===== src/rtl/io_bus_arbiter.sv =====
// io_bus_arbiter: two-master (CPU = m0, DMA = m1) round-robin arbiter driving a
// simple strobed IO bus. Each command is latched in IDLE, issued for one cycle
// in ISSUE, optionally waits RD_WAIT cycles, and reads return through RESP.
//
// Ports
//   clk, rst_n                          clock, asynchronous active-low reset
//   m{0,1}_req_i / _wr_i                master request and direction (1 = write)
//   m{0,1}_addr_i / _wr_data_i          master command address / write data
//   m{0,1}_gnt_o                        one-cycle command-accepted pulse
//   m{0,1}_rd_valid_o                   one-cycle read-data-valid pulse
//   rd_data_o                           registered read data shared by both masters
//   busy_o                              high whenever the FSM is not in IDLE
//   bus_cs_o / bus_wr_o / bus_rd_o      IO bus strobes (ISSUE only)
//   bus_addr_o / bus_wr_data_o          IO bus address / write data (held until next grant)
//   bus_rd_data_i                       IO bus read data
module io_bus_arbiter #(
  parameter int unsigned RD_WAIT = 0
) (
  input  logic        clk,
  input  logic        rst_n,
  input  logic        m0_req_i,
  input  logic        m1_req_i,
  input  logic        m0_wr_i,
  input  logic        m1_wr_i,
  input  logic [31:0] m0_addr_i,
  input  logic [31:0] m1_addr_i,
  input  logic [31:0] m0_wr_data_i,
  input  logic [31:0] m1_wr_data_i,
  output logic        m0_gnt_o,
  output logic        m1_gnt_o,
  output logic        m0_rd_valid_o,
  output logic        m1_rd_valid_o,
  output logic [31:0] rd_data_o,
  output logic        busy_o,
  output logic        bus_cs_o,
  output logic        bus_wr_o,
  output logic        bus_rd_o,
  output logic [31:0] bus_addr_o,
  output logic [31:0] bus_wr_data_o,
  input  logic [31:0] bus_rd_data_i
);

  localparam int unsigned DW = 32;
  localparam int unsigned CW = 3;

  typedef enum logic [1:0] {IDLE, ISSUE, WAIT, RESP} state_e;

  state_e          state_q;
  logic            wr_q;        // latched direction of the command in flight
  logic            owner_q;     // 1 = m1 owns the command in flight
  logic            prio_m1_q;   // 1 = m1 wins the next contest (m0 was granted last)
  logic [CW-1:0]   wait_cnt_q;

  // Round-robin pick: m1 wins if it is the only requester or it has priority
  logic            pick_m1;
  logic            sel_wr;
  logic [DW-1:0]   sel_addr;
  logic [DW-1:0]   sel_wdata;

  assign pick_m1   = m1_req_i & (~m0_req_i | prio_m1_q);
  assign sel_wr    = pick_m1 ? m1_wr_i      : m0_wr_i;
  assign sel_addr  = pick_m1 ? m1_addr_i    : m0_addr_i;
  assign sel_wdata = pick_m1 ? m1_wr_data_i : m0_wr_data_i;

  // Arbiter FSM with registered outputs; pulses default low every cycle
  always_ff @(posedge clk or negedge rst_n) begin
    if (!rst_n) begin
      state_q       <= IDLE;
      wr_q          <= 1'b0;
      owner_q       <= 1'b0;
      prio_m1_q     <= 1'b0;
      wait_cnt_q    <= '0;
      m0_gnt_o      <= 1'b0;
      m1_gnt_o      <= 1'b0;
      m0_rd_valid_o <= 1'b0;
      m1_rd_valid_o <= 1'b0;
      rd_data_o     <= '0;
      busy_o        <= 1'b0;
      bus_cs_o      <= 1'b0;
      bus_wr_o      <= 1'b0;
      bus_rd_o      <= 1'b0;
      bus_addr_o    <= '0;
      bus_wr_data_o <= '0;
    end else begin
      m0_gnt_o      <= 1'b0;
      m1_gnt_o      <= 1'b0;
      m0_rd_valid_o <= 1'b0;
      m1_rd_valid_o <= 1'b0;
      bus_cs_o      <= 1'b0;
      bus_wr_o      <= 1'b0;
      bus_rd_o      <= 1'b0;

      case (state_q)
        IDLE: begin
          if (m0_req_i || m1_req_i) begin
            owner_q       <= pick_m1;
            prio_m1_q     <= ~pick_m1;
            wr_q          <= sel_wr;
            bus_addr_o    <= sel_addr;
            bus_wr_data_o <= sel_wdata;
            bus_cs_o      <= 1'b1;
            bus_wr_o      <= sel_wr;
            bus_rd_o      <= ~sel_wr;
            m0_gnt_o      <= ~pick_m1;
            m1_gnt_o      <= pick_m1;
            busy_o        <= 1'b1;
            state_q       <= ISSUE;
          end
        end

        ISSUE: begin
          if (wr_q) begin
            busy_o  <= 1'b0;
            state_q <= IDLE;
          end else if (RD_WAIT == 32'd0) begin
            rd_data_o     <= bus_rd_data_i;
            m0_rd_valid_o <= ~owner_q;
            m1_rd_valid_o <= owner_q;
            state_q       <= RESP;
          end else begin
            // Counter holds the number of WAIT cycles still to follow this one
            wait_cnt_q <= CW'(RD_WAIT - 32'd1);
            state_q    <= WAIT;
          end
        end

        WAIT: begin
          if (wait_cnt_q == '0) begin
            rd_data_o     <= bus_rd_data_i;
            m0_rd_valid_o <= ~owner_q;
            m1_rd_valid_o <= owner_q;
            state_q       <= RESP;
          end else begin
            wait_cnt_q <= wait_cnt_q - CW'(1);
          end
        end

        RESP: begin
          busy_o  <= 1'b0;
          state_q <= IDLE;
        end

        default: begin
          busy_o  <= 1'b0;
          state_q <= IDLE;
        end
      endcase
    end
  end

endmodule


===== config.mk =====
export PLATFORM = sky130hd
export DESIGN_NAME = io_bus_arbiter
export DESIGN_NICKNAME = d
export VERILOG_FILES = /design/src/rtl/io_bus_arbiter.sv
export SDC_FILE = /design/constraint.sdc
export NUM_CORES = 1
export LEC_CHECK = 0
export ABC_AREA = 1
export CAP_MARGIN = 20
export CORE_MARGIN = 1.5
export CORE_UTILIZATION = 41
export DETAILED_ROUTE_END_ITERATION = 8
export PLACE_DENSITY = 0.91
export SLEW_MARGIN = 20
export SYNTH_ARGS = -nofsm -noshare
export SYNTH_HDL_FRONTEND = slang
export SYNTH_SLANG_ARGS = --single-unit
export TNS_END_PERCENT = 1

===== constraint.sdc =====
create_clock -name clk -period 2 [get_ports clk]
set_clock_uncertainty 0.05 [all_clocks]
set_input_delay 0.4 -clock clk [delete_from_list [all_inputs] [get_ports clk]]
set_output_delay 0.4 -clock clk [all_outputs]
set_load 0.02 [all_outputs]

==> flow_metrics.tcl, run 1 <==
set metrics [dict create \
    status "complete, no violations" \
    p_seq_frac 0.304 \
    drtPass1Iterations 5 \
    fmax_mhz 541.4 \
    final-setup-viol-count 0 \
    grt_max_degree 62 \
    wl_met2_mm 8.555 \
    antenna_cells 0 \
    synthSimpleGateAreaFrac 0.3525 \
    core_mm2 0.01277 \
    nets 1076 \
    crit_required_ps 1550 \
    netlist_instances 656 \
    synth_xor_area_frac 0.001614 \
    swShare 0.4204 \
    max_stage_delay_ps 630 \
    drtIter0Drc 487 \
    drt-wirelength-per-cell_um 15.90 \
    crit_chain "clkdlybuf4s50_1" \
    routed_via_density 5.140 \
    grt_usage 0.2502 \
    crit_path_top_delay_cell "clkdlybuf4s50_1" \
    critical_path_arrival_ps 1400 \
    drt-met1-wl_mm 6.741 \
    synth_area_leaders "dfrtp_1, nand3_1, nand2_1, nand4_1, inv_1" \
    crit_path_max_fanout 2 \
    ir_drop_mv 0.7788 \
    path_delay_family "buffers and inverters" \
    final_util 0.6713 \
    syn_area_per_cell_um2 8.274 \
    netlist.area_leader.share 0.5164 \
    dieArea_mm2 0.01394 \
    grt_pass1_wl_mm 27.87 \
    max-slew-margin-rel 0.6801 \
    synth_top_family_by_area "simple AND/OR/NAND/NOR gates" \
    rsz0062_at_grt "no" \
    n_fill_cell 1003 \
    clkSinkCount 112 \
    num_rows 41 \
    gr-total-overflow 0 \
    cts_made_buffers 9 \
    routed_wl_mm 17.19 \
    powerDensity_mw_per_mm2 1539 \
    drv_slew 0 \
    critical_path_buf_inv_count 1 \
    p_clk_frac 0.149 \
    p_int_mw 7.646 \
    num_vias 5556 \
    syn_nets 828 \
    yosys.cell_types.count 22 \
    fin_setup_tns_ps 0 \
    place_inst 1064 \
    p_comb_frac 0.547 \
    cts_tree "yes" \
    synth_top_area_cell "dfrtp_1" \
    ant_nets 0 \
    cts_max_path_buffers 2 \
    synth-seq-area-share 0.5164 \
    drv_cap 0 \
    hp-class "input port to register" \
    ys_warn_count 0 \
    dieWidth_um 118.1 \
    highest_layer "met4" \
    area_growth_pct 57.98 \
    yosys.area_share.adder 0.01383 \
    drive_gt1_frac 0.05171 \
    clkTransAtPathRegs_ps 70 \
    worstSkewPairLatency_ps 350 \
    io_buffer_count 269 \
    antenna_found_initial 0 \
    ctsRootBufferMaster "clkbuf_16" \
    instances_no_fill 1081 \
    min_period_ps 1847 \
    end_kind "output pin" \
    dr_wl_met3_mm 1.325 \
    synth_compound_area_frac 0.008299 \
    place.gp.congestion 0.9208 \
    p_leak_nw 4.098 \
    ioPinCount 270 \
    dp_hpwl_mm 12.20 \
    syn_area_mm2 0.005428 \
    cts_max_level 3 \
    ys_seq_elements 112 \
    switching_power_mw 5.546 \
    muxShareOfSynthArea 0 \
    max_slew.worst_pin.slew_ps 479.9 \
    cts_resized 0 \
    drc_errors 0 \
    crit_type "register to output pin" \
    setup.worst_path.start_class "register" \
    grt_pass1_vias 5397 \
    initial_utilization 0.4249 \
    fp.dieH_um 118.1 \
    period_share 0.9235 \
    hold_viol 0 \
]
cells in the final DEF (no fill, tap or decap), types with 2 or more instances in the layout:
master | synthesis | final
buf_12 | 0 | 10
buf_4 | 5 | 8
bufinv_16 | 0 | 2
clkbuf_16 | 0 | 9
clkdlybuf4s50_1 | 0 | 267
clkinvlp_4 | 0 | 2
dfrtp_1 | 112 | 112
ha_1 | 6 | 6
inv_1 | 62 | 62
inv_2 | 2 | 2
nand2_1 | 196 | 194
nand2_2 | 3 | 5
nand3_1 | 168 | 168
nand4_1 | 42 | 42
nor2_1 | 4 | 4
nor2_4 | 2 | 2
o21ai_0 | 3 | 3
state kept, by name, indices dropped and copies added, names as in the netlist:
signal / cells
bus_addr_o: 32
bus_wr_data_o: 32
rd_data_o: 32
wait_cnt_q: 3
state_q: 2
bus_cs_o: 1
bus_rd_o: 1
bus_wr_o: 1
busy_o: 1
m0_gnt_o: 1
m0_rd_valid_o: 1
m1_gnt_o: 1
m1_rd_valid_o: 1
owner_q: 1
prio_m1_q: 1
wr_q: 1
per-stage QoR:
stage	setup slack, ps	area [µm²]	hold WS [ps]	power (mW)
after floorplan	534.7	5428	54.41	8.093
after global placement	185.0	8243	316.3	11.09
after detailed placement	131.2	8243	323.5	11.29
after CTS	134.8	8574	361.6	13.30
after global routing	61.42	8574	394.1	14.04
final	153.0	8574	373.3	13.19
synthesized netlist by cell type:
library cell	instances
clkbuf_1	2
dfrtp_1	112
nor2_1	4
inv_2	2
ha_1	6
nor2_4	2
nand3_1	168
a21oi_2	1
nand4_1	42
buf_2	25
xor2_1	1
nand2_4	1
a21oi_1	1
o21ai_4	1
o21ai_0	3
inv_1	62
buf_4	5
nand2_2	3
nand2_1	196
buf_1	4
or2_2	1
buf_6	14
power by group through the flow:
| stage | logic (mW) | clock network [mW] | registers (mW) |
|---|---|---|---|
| 6_report | 7.22 | 1.96 | 4.01 |
| 5_1_grt | 7.82 | 2.09 | 4.14 |
| 2_1_floorplan | 2.87 | 0 | 5.22 |
| 4_1_cts | 7.30 | 1.99 | 4.01 |
| 3_3_place_gp | 7.09 | 0 | 4.00 |
| 3_5_place_dp | 7.26 | 0 | 4.03 |
routing by layer:
layer,up-vias,GRT usage
li1,2632,-
met1,2618,0.3086
met2,270,0.4174
met3,36,0.05523
met4,0,0.1174
met5,-,0
worst paths after layout:
kind,from,to,slack [ps],depth (start not counted)
setup reg to reg,state_q[0]$_DFFE_PN0P_,rd_data_o[24]$_DFFE_PN0P_,250,6
max in group asynchronous,rst_n,rd_data_o[29]$_DFFE_PN0P_,740,3
setup / recovery,bus_addr_o[2]$_DFFE_PN0P_,bus_addr_o[2],150,1
min in group asynchronous,rst_n,bus_cs_o$_DFF_PN0_,530,2
hold reg to reg,owner_q$_DFFE_PN0P_,m0_rd_valid_o$_DFF_PN0_,380,1
hold / removal,m1_req_i,m1_gnt_o$_DFF_PN0_,370,3
area by class of cell:
type                       instances  area [µm²]  area share
tap                              172       215.2     0.02510
sequential                       112        2803      0.3269
multi-input combinational        430        2047      0.2387
clock inverter                     6       92.59     0.01080
timing repair buffer             287        2948      0.3438
inverter                          64       240.2     0.02802
clock buffer                      10       229.0     0.02670
cell families after synthesis:
| kind of cell | after synthesis |
|---|---|
| xor gates and xnor gates | 1 |
| AOI/OAI and AO/OA | 6 |
| adders and majority gates | 6 |
| buffers and inverters | 114 |
| DFF | 112 |
| and+or+nand+nor | 417 |
what timing repair did:
action,4_1_cts,5_1_grt
endpoints found under the setup margin,0,0
hold endpoints to repair,29,0
hold buffers,1,0
setup buffers,0,0
Note: power is estimated with default switching activity, not from simulation.
==> inputs of run 2 (changes only) <==
--- a/config.mk
+++ b/config.mk
@@ -8,9 +8,9 @@
 export ABC_AREA = 1
 export CAP_MARGIN = 20
 export CORE_MARGIN = 1.5
-export CORE_UTILIZATION = 41
+export CORE_UTILIZATION = 40
 export DETAILED_ROUTE_END_ITERATION = 8
-export PLACE_DENSITY = 0.91
+export PLACE_DENSITY = 0.89
 export SLEW_MARGIN = 20
 export SYNTH_ARGS = -nofsm -noshare
 export SYNTH_HDL_FRONTEND = slang
==> flow_metrics.tcl, run 2 (synthesis gave the netlist of run 1 again) <==
set metrics [dict create \
    num_rows 42 \
    grt_pass1_vias 5485 \
    ioPinCount 270 \
    min_from "owner_q$_DFFE_PN0P_" \
    min_period_ps 1828 \
    drtIter0Drc 390 \
    cts_max_path_buffers 2 \
    period_share 0.9140 \
    drv_slew 0 \
    status "complete, no violations" \
    num_vias 5515 \
    n_fill_cell 1091 \
    antenna_found_initial 0 \
    reg_top3 "bus_addr_o x32, bus_wr_data_o x32, rd_data_o x32" \
    setup.worst_path.start_class "register" \
    drv_cap 0 \
    crit_required_ps 1550 \
    multiInputGateArea_mm2 0.002047 \
    hp-class "register to register" \
    area_growth_pct 58.58 \
    max_slew.worst_pin.slew_ps 424.7 \
    max-slew-margin-rel 0.7169 \
    core_mm2 0.01324 \
    powerDensity_mw_per_mm2 1542 \
    register_area_mm2 0.002803 \
    ir_drop_mv 0.6734 \
    dp_hpwl_mm 11.92 \
    rsz0062_at_grt "no" \
    hold_viol 0 \
    fin_setup_tns_ps 0 \
    final_util 0.6499 \
    dr_wl_met3_mm 1.478 \
    p_leak_nw 4.113 \
    gr-total-overflow 0 \
    layout_common_cells "clkdlybuf4s50_1, nand2_1, nand3_1, dfrtp_1, inv_1" \
    cts_max_level 3 \
    end_kind "output pin" \
    initial_utilization 0.4099 \
    ctsRootBufferMaster "clkbuf_16" \
    critical_path_buf_inv_count 1 \
    highest_layer "met4" \
    crit_chain "clkdlybuf4s50_1" \
    cts_tree "yes" \
    critical_path_arrival_ps 1380 \
    p_total_mw 13.27 \
    grt_pass1_wl_mm 27.30 \
    cts_made_buffers 9 \
    routed_via_density 5.078 \
    cts_resized 0 \
    path_delay_family "buffers and inverters" \
    drive_gt1_frac 0.05385 \
    ant_nets 0 \
    crit_path_max_fanout 2 \
    antenna_cells 0 \
    fp.dieH_um 119.5 \
    dieWidth_um 119.5 \
    grt_max_degree 67 \
    holdWs_ps 377.0 \
    place_area_mm2 0.008255 \
    drt-wirelength-per-cell_um 15.52 \
    dieArea_mm2 0.01428 \
    nets 1077 \
    clkSinkCount 112 \
    crit_path_top_delay_cell "clkdlybuf4s50_1" \
    clkTransAtPathRegs_ps 70 \
    io_buffer_count 269 \
    drc_errors 0 \
    stdcell_area_mm2 0.008607 \
    grt_usage 0.2403 \
    mostFrequentLayoutCell "clkdlybuf4s50_1" \
    final-setup-viol-count 0 \
    drtPass1Iterations 5 \
    r2r-start "state_q[0]$_DFFE_PN0P_" \
    crit_type "register to output pin" \
    max_stage_delay_ps 640 \
    worstSkewPairLatency_ps 350 \
    wl_met2_mm 7.980 \
    routed_wl_mm 16.86 \
    setup.worst_path.start "bus_addr_o[1]$_DFFE_PN0P_" \
    place.gp.congestion 0.8508 \
    fmax_mhz 547.0 \
    drt-met1-wl_mm 6.815 \
]
run 2: cell count changes in the layout (fill, tap and decap cells not counted), sizes merged:
cell    delta
clkbuf     +2
clkinv     -1
buf        +1
inv        -1
run 2: metrics by stage:
stage	worst slack, ps	std cells
finish	172.0	1086
detailed placement	148.0	1069
global route	149.6	1086
CTS	163.4	1086
floorplan	534.7	656
global placement	204.5	1069
run 2: where the power goes:
group	total [mW]	internal (mW)	switching, mW
registers	3.97	3.39	0.583
clock network	2.03	1.20	0.825
logic	7.27	3.17	4.10
run 2: final cells by class:
cell class / instances / area share
Tap cell: 176 / 0.02559
Inverter: 64 / 0.02791
Clock buffer: 12 / 0.03096
Sequential cell: 112 / 0.3256
Multi-Input combinational cell: 430 / 0.2378
Timing Repair Buffer: 288 / 0.3434
Clock inverter: 4 / 0.008722
run 2: final timing paths:
| kind | endpoint | slack (ps) | depth (start not counted) |
|---|---|---|---|
| worst max-delay path | bus_addr_o[1] | 170 | 1 |
| worst min-delay path | m0_rd_valid_o$_DFF_PN0_ | 380 | 1 |
| worst max register to register | wr_q$_DFFE_PN0P_ | 260 | 7 |
| worst min register to register | m0_rd_valid_o$_DFF_PN0_ | 380 | 1 |
| max in group asynchronous | rd_data_o[17]$_DFFE_PN0P_ | 840 | 3 |
| min in group asynchronous | bus_addr_o[5]$_DFFE_PN0P_ | 480 | 2 |
run 2: per-layer routing:
| metal | track usage | vias to the layer above |
|---|---|---|
| met3 | 0.05651 | 45 |
| met4 | 0.1042 | 0 |
| met2 | 0.4019 | 270 |
| met5 | 0 | - |
| met1 | 0.2967 | 2567 |
| li1 | - | 2633 |
run 2: timing repair:
| action | 4_1_cts | 5_1_grt |
|---|---|---|
| hold endpoints to repair | 27 | 0 |
| buffers inserted | 0 | 0 |
| hold buffers | 1 | 0 |
==> inputs of run 3 (changes only) <==
--- a/config.mk
+++ b/config.mk
@@ -6,11 +6,11 @@
 export NUM_CORES = 1
 export LEC_CHECK = 0
 export ABC_AREA = 1
-export CAP_MARGIN = 20
 export CORE_MARGIN = 1.5
 export CORE_UTILIZATION = 40
 export DETAILED_ROUTE_END_ITERATION = 8
 export PLACE_DENSITY = 0.89
+export REMOVE_ABC_BUFFERS = 1
 export SLEW_MARGIN = 20
 export SYNTH_ARGS = -nofsm -noshare
 export SYNTH_HDL_FRONTEND = slang
==> flow_metrics.tcl, run 3 (synthesis gave the netlist of run 1 again) <==
set metrics [dict create \
    worstSkewPairLatency_ps 340 \
    grtUsageMet2 0.4091 \
    clkSinkCount 112 \
    ioPinCount 270 \
    fmax_mhz 545.4 \
    min_period_ps 1834 \
    grt_pass1_wl_mm 27.46 \
    regToRegSetupSlack_ps 240 \
    cts_made_buffers 9 \
    drv_cap 0 \
    ir_drop_mv 0.6937 \
    grt_usage 0.2434 \
    dieWidth_um 119.5 \
    instances_no_fill 1087 \
    crit_path_top_delay_cell "clkdlybuf4s50_1" \
    num_vias 5587 \
    drive_gt1_frac 0.05379 \
    drtPass1Iterations 4 \
    antenna_found_initial 0 \
    period_share 0.9168 \
    powerDensity_mw_per_mm2 1532 \
    use_met3 0.03688 \
    post_cts_buffers 0 \
    p_leak_nw 4.087 \
    grt_pass1_vias 5470 \
    layout_common_cells "clkdlybuf4s50_1, nand2_1, nand3_1, dfrtp_1, inv_1" \
    max-slew-margin-rel 0.7314 \
    gr-total-overflow 0 \
    hold_viol 0 \
    status "complete, no violations" \
    crit_required_ps 1550 \
    max_slew.worst_pin.slew_ps 402.9 \
    rsz0062_at_grt "no" \
    cts_max_path_buffers 2 \
    routed_via_density 5.140 \
    grt.met1_usage 0.3038 \
    fp.dieH_um 119.5 \
    worstReg2RegEnd "rd_data_o[22]$_DFFE_PN0P_" \
    final_util 0.6447 \
    initial_utilization 0.4099 \
    drt-wirelength-per-cell_um 16.07 \
    end_kind "output pin" \
    io_buffer_count 269 \
    cts_tree "yes" \
    reg_top3 "bus_addr_o x32, bus_wr_data_o x32, rd_data_o x32" \
    critical_path_arrival_ps 1380 \
    path_delay_family "buffers and inverters" \
    fin_setup_tns_ps 0 \
    place.gp.congestion 0.8042 \
    cts_resized 0 \
    r2r-start "state_q[1]$_DFFE_PN0P_" \
    antenna_cells 0 \
    final-setup-viol-count 0 \
    core_mm2 0.01324 \
    ctsHoldBuffers 1 \
    place_inst 1070 \
    crit_chain "clkdlybuf4s50_1" \
    cp_num_cells 1 \
    ctsRootBufferMaster "clkbuf_16" \
    stdcell_area_mm2 0.008537 \
    setup.worst_path.start_class "register" \
    hp-class "register to register" \
    ant_nets 0 \
    nets 1078 \
    grt_max_degree 59 \
    max_stage_delay_ps 670 \
    crit_end "bus_wr_data_o[7]" \
    drv_slew 0 \
    place_area_mm2 0.008240 \
    dieArea_mm2 0.01428 \
    hold_depth 1 \
    dp_hpwl_mm 12.57 \
    grt_busiest_layer "met2" \
    num_rows 42 \
    cts_max_level 3 \
    crit_type "register to output pin" \
    drtIter0Drc 506 \
    clkTransAtPathRegs_ps 70 \
    mostFrequentLayoutCell "clkdlybuf4s50_1" \
    area_growth_pct 57.28 \
    critical_path_buf_inv_count 1 \
    crit_path_max_fanout 2 \
    r2r_cells 7 \
    routed_wl_mm 17.46 \
    setup.worst_path.start "bus_wr_data_o[7]$_DFFE_PN0P_" \
    holdWs_ps 389.1 \
    drc_errors 0 \
]
[run 3: cell types whose count changed in the layout (fill, tap and decap cells not counted)]
| cell | change |
|---|---|
| clkinv_2 | +1 |
| ha_1 | -1 |
| clkbuf_1 | +2 |
| ha_2 | +1 |
| buf_12 | -2 |
| clkinvlp_4 | -1 |
| bufinv_16 | -2 |
| buf_4 | +3 |
[run 3: worst min path at each step]
stage / start / to
floorplan: rst_n / bus_addr_o[0]$_DFFE_PN0P_
global placement: rst_n / rd_data_o[2]$_DFFE_PN0P_
detailed placement: rst_n / rd_data_o[2]$_DFFE_PN0P_
CTS: owner_q$_DFFE_PN0P_ / m0_rd_valid_o$_DFF_PN0_
global route: owner_q$_DFFE_PN0P_ / m0_rd_valid_o$_DFF_PN0_
finish: owner_q$_DFFE_PN0P_ / m0_rd_valid_o$_DFF_PN0_
[run 3: where the power goes]
part           total (mW)  switching, mW  leakage, nW  internal, mW
logic                7.31           4.16         2.57          3.15
registers            4.01          0.620         1.38          3.39
clock network        1.75          0.803        0.139         0.949
[run 3: area by class of cell]
cell class / count / area [µm²]
fill: 1056 / 4706
timing repair buffer: 289 / 2938
sequential: 112 / 2803
multi-input combinational: 430 / 2049
clock buffer: 14 / 274.0
inverter: 64 / 240.2
tap: 176 / 220.2
clock inverter: 2 / 12.51
[run 3: metal layers]
metal,up-vias,wire length (µm)
met5,-,0
met2,272,8615
met4,0,756
met1,2623,6960
li1,2634,-
met3,58,1131
[run 3: metrics by stage]
step	setup WS, ps	power (mW)
final	166.3	13.08
after global placement	206.2	11.10
after global routing	131.2	13.90
after detailed placement	165.7	11.34
after floorplan	-1018	7.639
after CTS	155.8	13.14
==> patch: new RTL, settings of run 1 <==
Re-encode `state_e` (4 states) as one-hot, 4 bits wide.
--- a/src/rtl/io_bus_arbiter.sv
+++ b/src/rtl/io_bus_arbiter.sv
@@ -44,5 +44,5 @@
   localparam int unsigned CW = 3;
 
-  typedef enum logic [1:0] {IDLE, ISSUE, WAIT, RESP} state_e;
+  typedef enum logic [3:0] {IDLE = 4'b0001, ISSUE = 4'b0010, WAIT = 4'b0100, RESP = 4'b1000} state_e;
 
   state_e          state_q;
Formal check against the unedited RTL: no difference found for any inputs over 4 cycles, from zero or initial values and one cycle with rst_n low; so few cycles prove little.
==> patch against run 1 <==
Cell area decreased by 0.42%; area after synthesis decreased by 1.2%; register-to-register slack better by 0.19 ns; die area down 1.1%; via count is 1.9% lower; setup slack improved by 0.014 ns; worst hold slack got worse by 0.013 ns; first-iteration DRC count down 43%; total power is 7.2% lower; wire length shrank 7.3%; critical path type unchanged; non-clock buffer count decreased by 4; maximum frequency grew 0.78%; sequential cell count is 2 lower.
==> patch: results (changes against run 1) <==
status - finished, final reports clean (unchanged)
net count after synthesis - 905 (was 828)
hold slack - 0.360 ns (was 0.373 ns)
final wirelength - 15900 um (was 17200 um)
met3 routed WL - 1080 um (was 1330 um)
# fillers - 1039 (was 1003)
met3 usage - 0.0540 (was 0.0552)
layout cell share with drive strength beyond 1 - 0.0421 (was 0.0517)
Worst-path clk slew - 0.07 ns (about the same)
synth cell count leaders - nand2_1, inv_1, nand3_1, dfrtp_1, buf_2 (was nand2_1, nand3_1, dfrtp_1, inv_1, nand4_1)
post-synthesis sequential area ratio - 0.513 (was 0.516)
Mean Syn Cell Area - 7.26 um^2 (was 8.27 um^2)
CP max stage delay - 0.64 ns
Async S/R FF share, synth - 1.00 (unchanged)
diodes inserted - 0 (unchanged)
Setup crit end - bus_addr_o[27] (was bus_addr_o[2])
placed cell area - 8240 um^2 (unchanged)
DRT Pass-1 Iters - 5 (unchanged)
Yosys warning total - 0 (unchanged)
GRT Util Overall - 0.238 (was 0.250)
worst r2r src - state_q[0] (unchanged)
Area Growth Syn to Fin - 59.2% (was 58.0%)
Worst Setup SP - bus_addr_o[27] (was bus_addr_o[2])
Sequential Power Share - 0.323 (was 0.304)
uppermost routed layer - met4 (unchanged)
Nets - 1158 (was 1076)
clock network fraction of total power - 0.139 (was 0.149)
number of library cell types mapped by synthesis - 17 (was 22)
clk root buf - clkbuf_16 (unchanged)
largest net degree at the start of global routing - 108 (was 62)
arrival time worst endpoint - 1.38 ns (was 1.40 ns)
maximum VDD drop - 0.689 mV (was 0.779 mV)
Final GP Congestion - 0.799 (was 0.921)
IO buf count - 269 (unchanged)
Lkg Pwr - 0.00451 uW (was 0.00410 uW)
maximum clock insertion buffer count - 2 (unchanged)
FF-to-FF End - bus_addr_o[22] (was rd_data_o[24])
worst-margin pin slew - 0.563 ns (was 0.480 ns)
WL met2 - 7910 um (was 8560 um)
synth top area cells - dfrtp_1, nand2_1, nand3_1 (was dfrtp_1, nand3_1, nand2_1)
GRT met1 Usage - 0.288 (was 0.309)
Slowest-stage cell, CP - clkdlybuf4s50_1 (unchanged)
first-pass GRT wire length - 26600 um (was 27900 um)
internal power - 7140 uW (was 7650 uW)
M2 GR Usage - 0.415 (was 0.417)
via/cell ratio - 4.66 (was 5.14)
r2r setup slk - 0.44 ns (was 0.25 ns)
via count - 5450 (was 5556)
R2R cell count - 5 (was 6)
Hold Path Class - in2async (was in2reg)
Iter 0 DRT Violations - 279 (was 487)
Met1 Wirelength - 6630 um (was 6740 um)
cell class contributing the biggest share of worst-path delay - buffers and inverters (unchanged)
post-DP HPWL - 11700 um (was 12200 um)
worst-skew pair later-pin latency - 0.33 ns (was 0.35 ns)
-- patch: cell type report --
type / instances / share of cell area
Multi-Input combinational cell: 448 / 0.220
Clock inverter: 7 / 0.00703
Timing Repair Buffer: 283 / 0.337
Tap cell: 172 / 0.0252
Inverter: 140 / 0.0615
Clock buffer: 9 / 0.0264
Sequential cell: 110 / 0.323
-- patch: through the flow --
step                      setup slack [ns]  power (uW)
after floorplan                      0.642        7330
after global placement               0.180       10400
after detailed placement             0.165       10600
after CTS                            0.142       12400
after global routing                 0.128       13100
final                                0.167       12200
-- patch: logic make-up after synthesis --
| logic type | count (synthesis) | share of synthesized area |
|---|---|---|
| compound gates | 4 | 0.00373 |
| simple gates | 444 | 0.344 |
| flops | 110 | 0.513 |
| buf+inv | 181 | 0.139 |
-- patch: timing repair --
| action | CTS | global route |
|---|---|---|
| hold buffers | 1 | 0 |
| endpoints found under the hold margin | 3 | 0 |
| resized for setup | 0 | 0 |
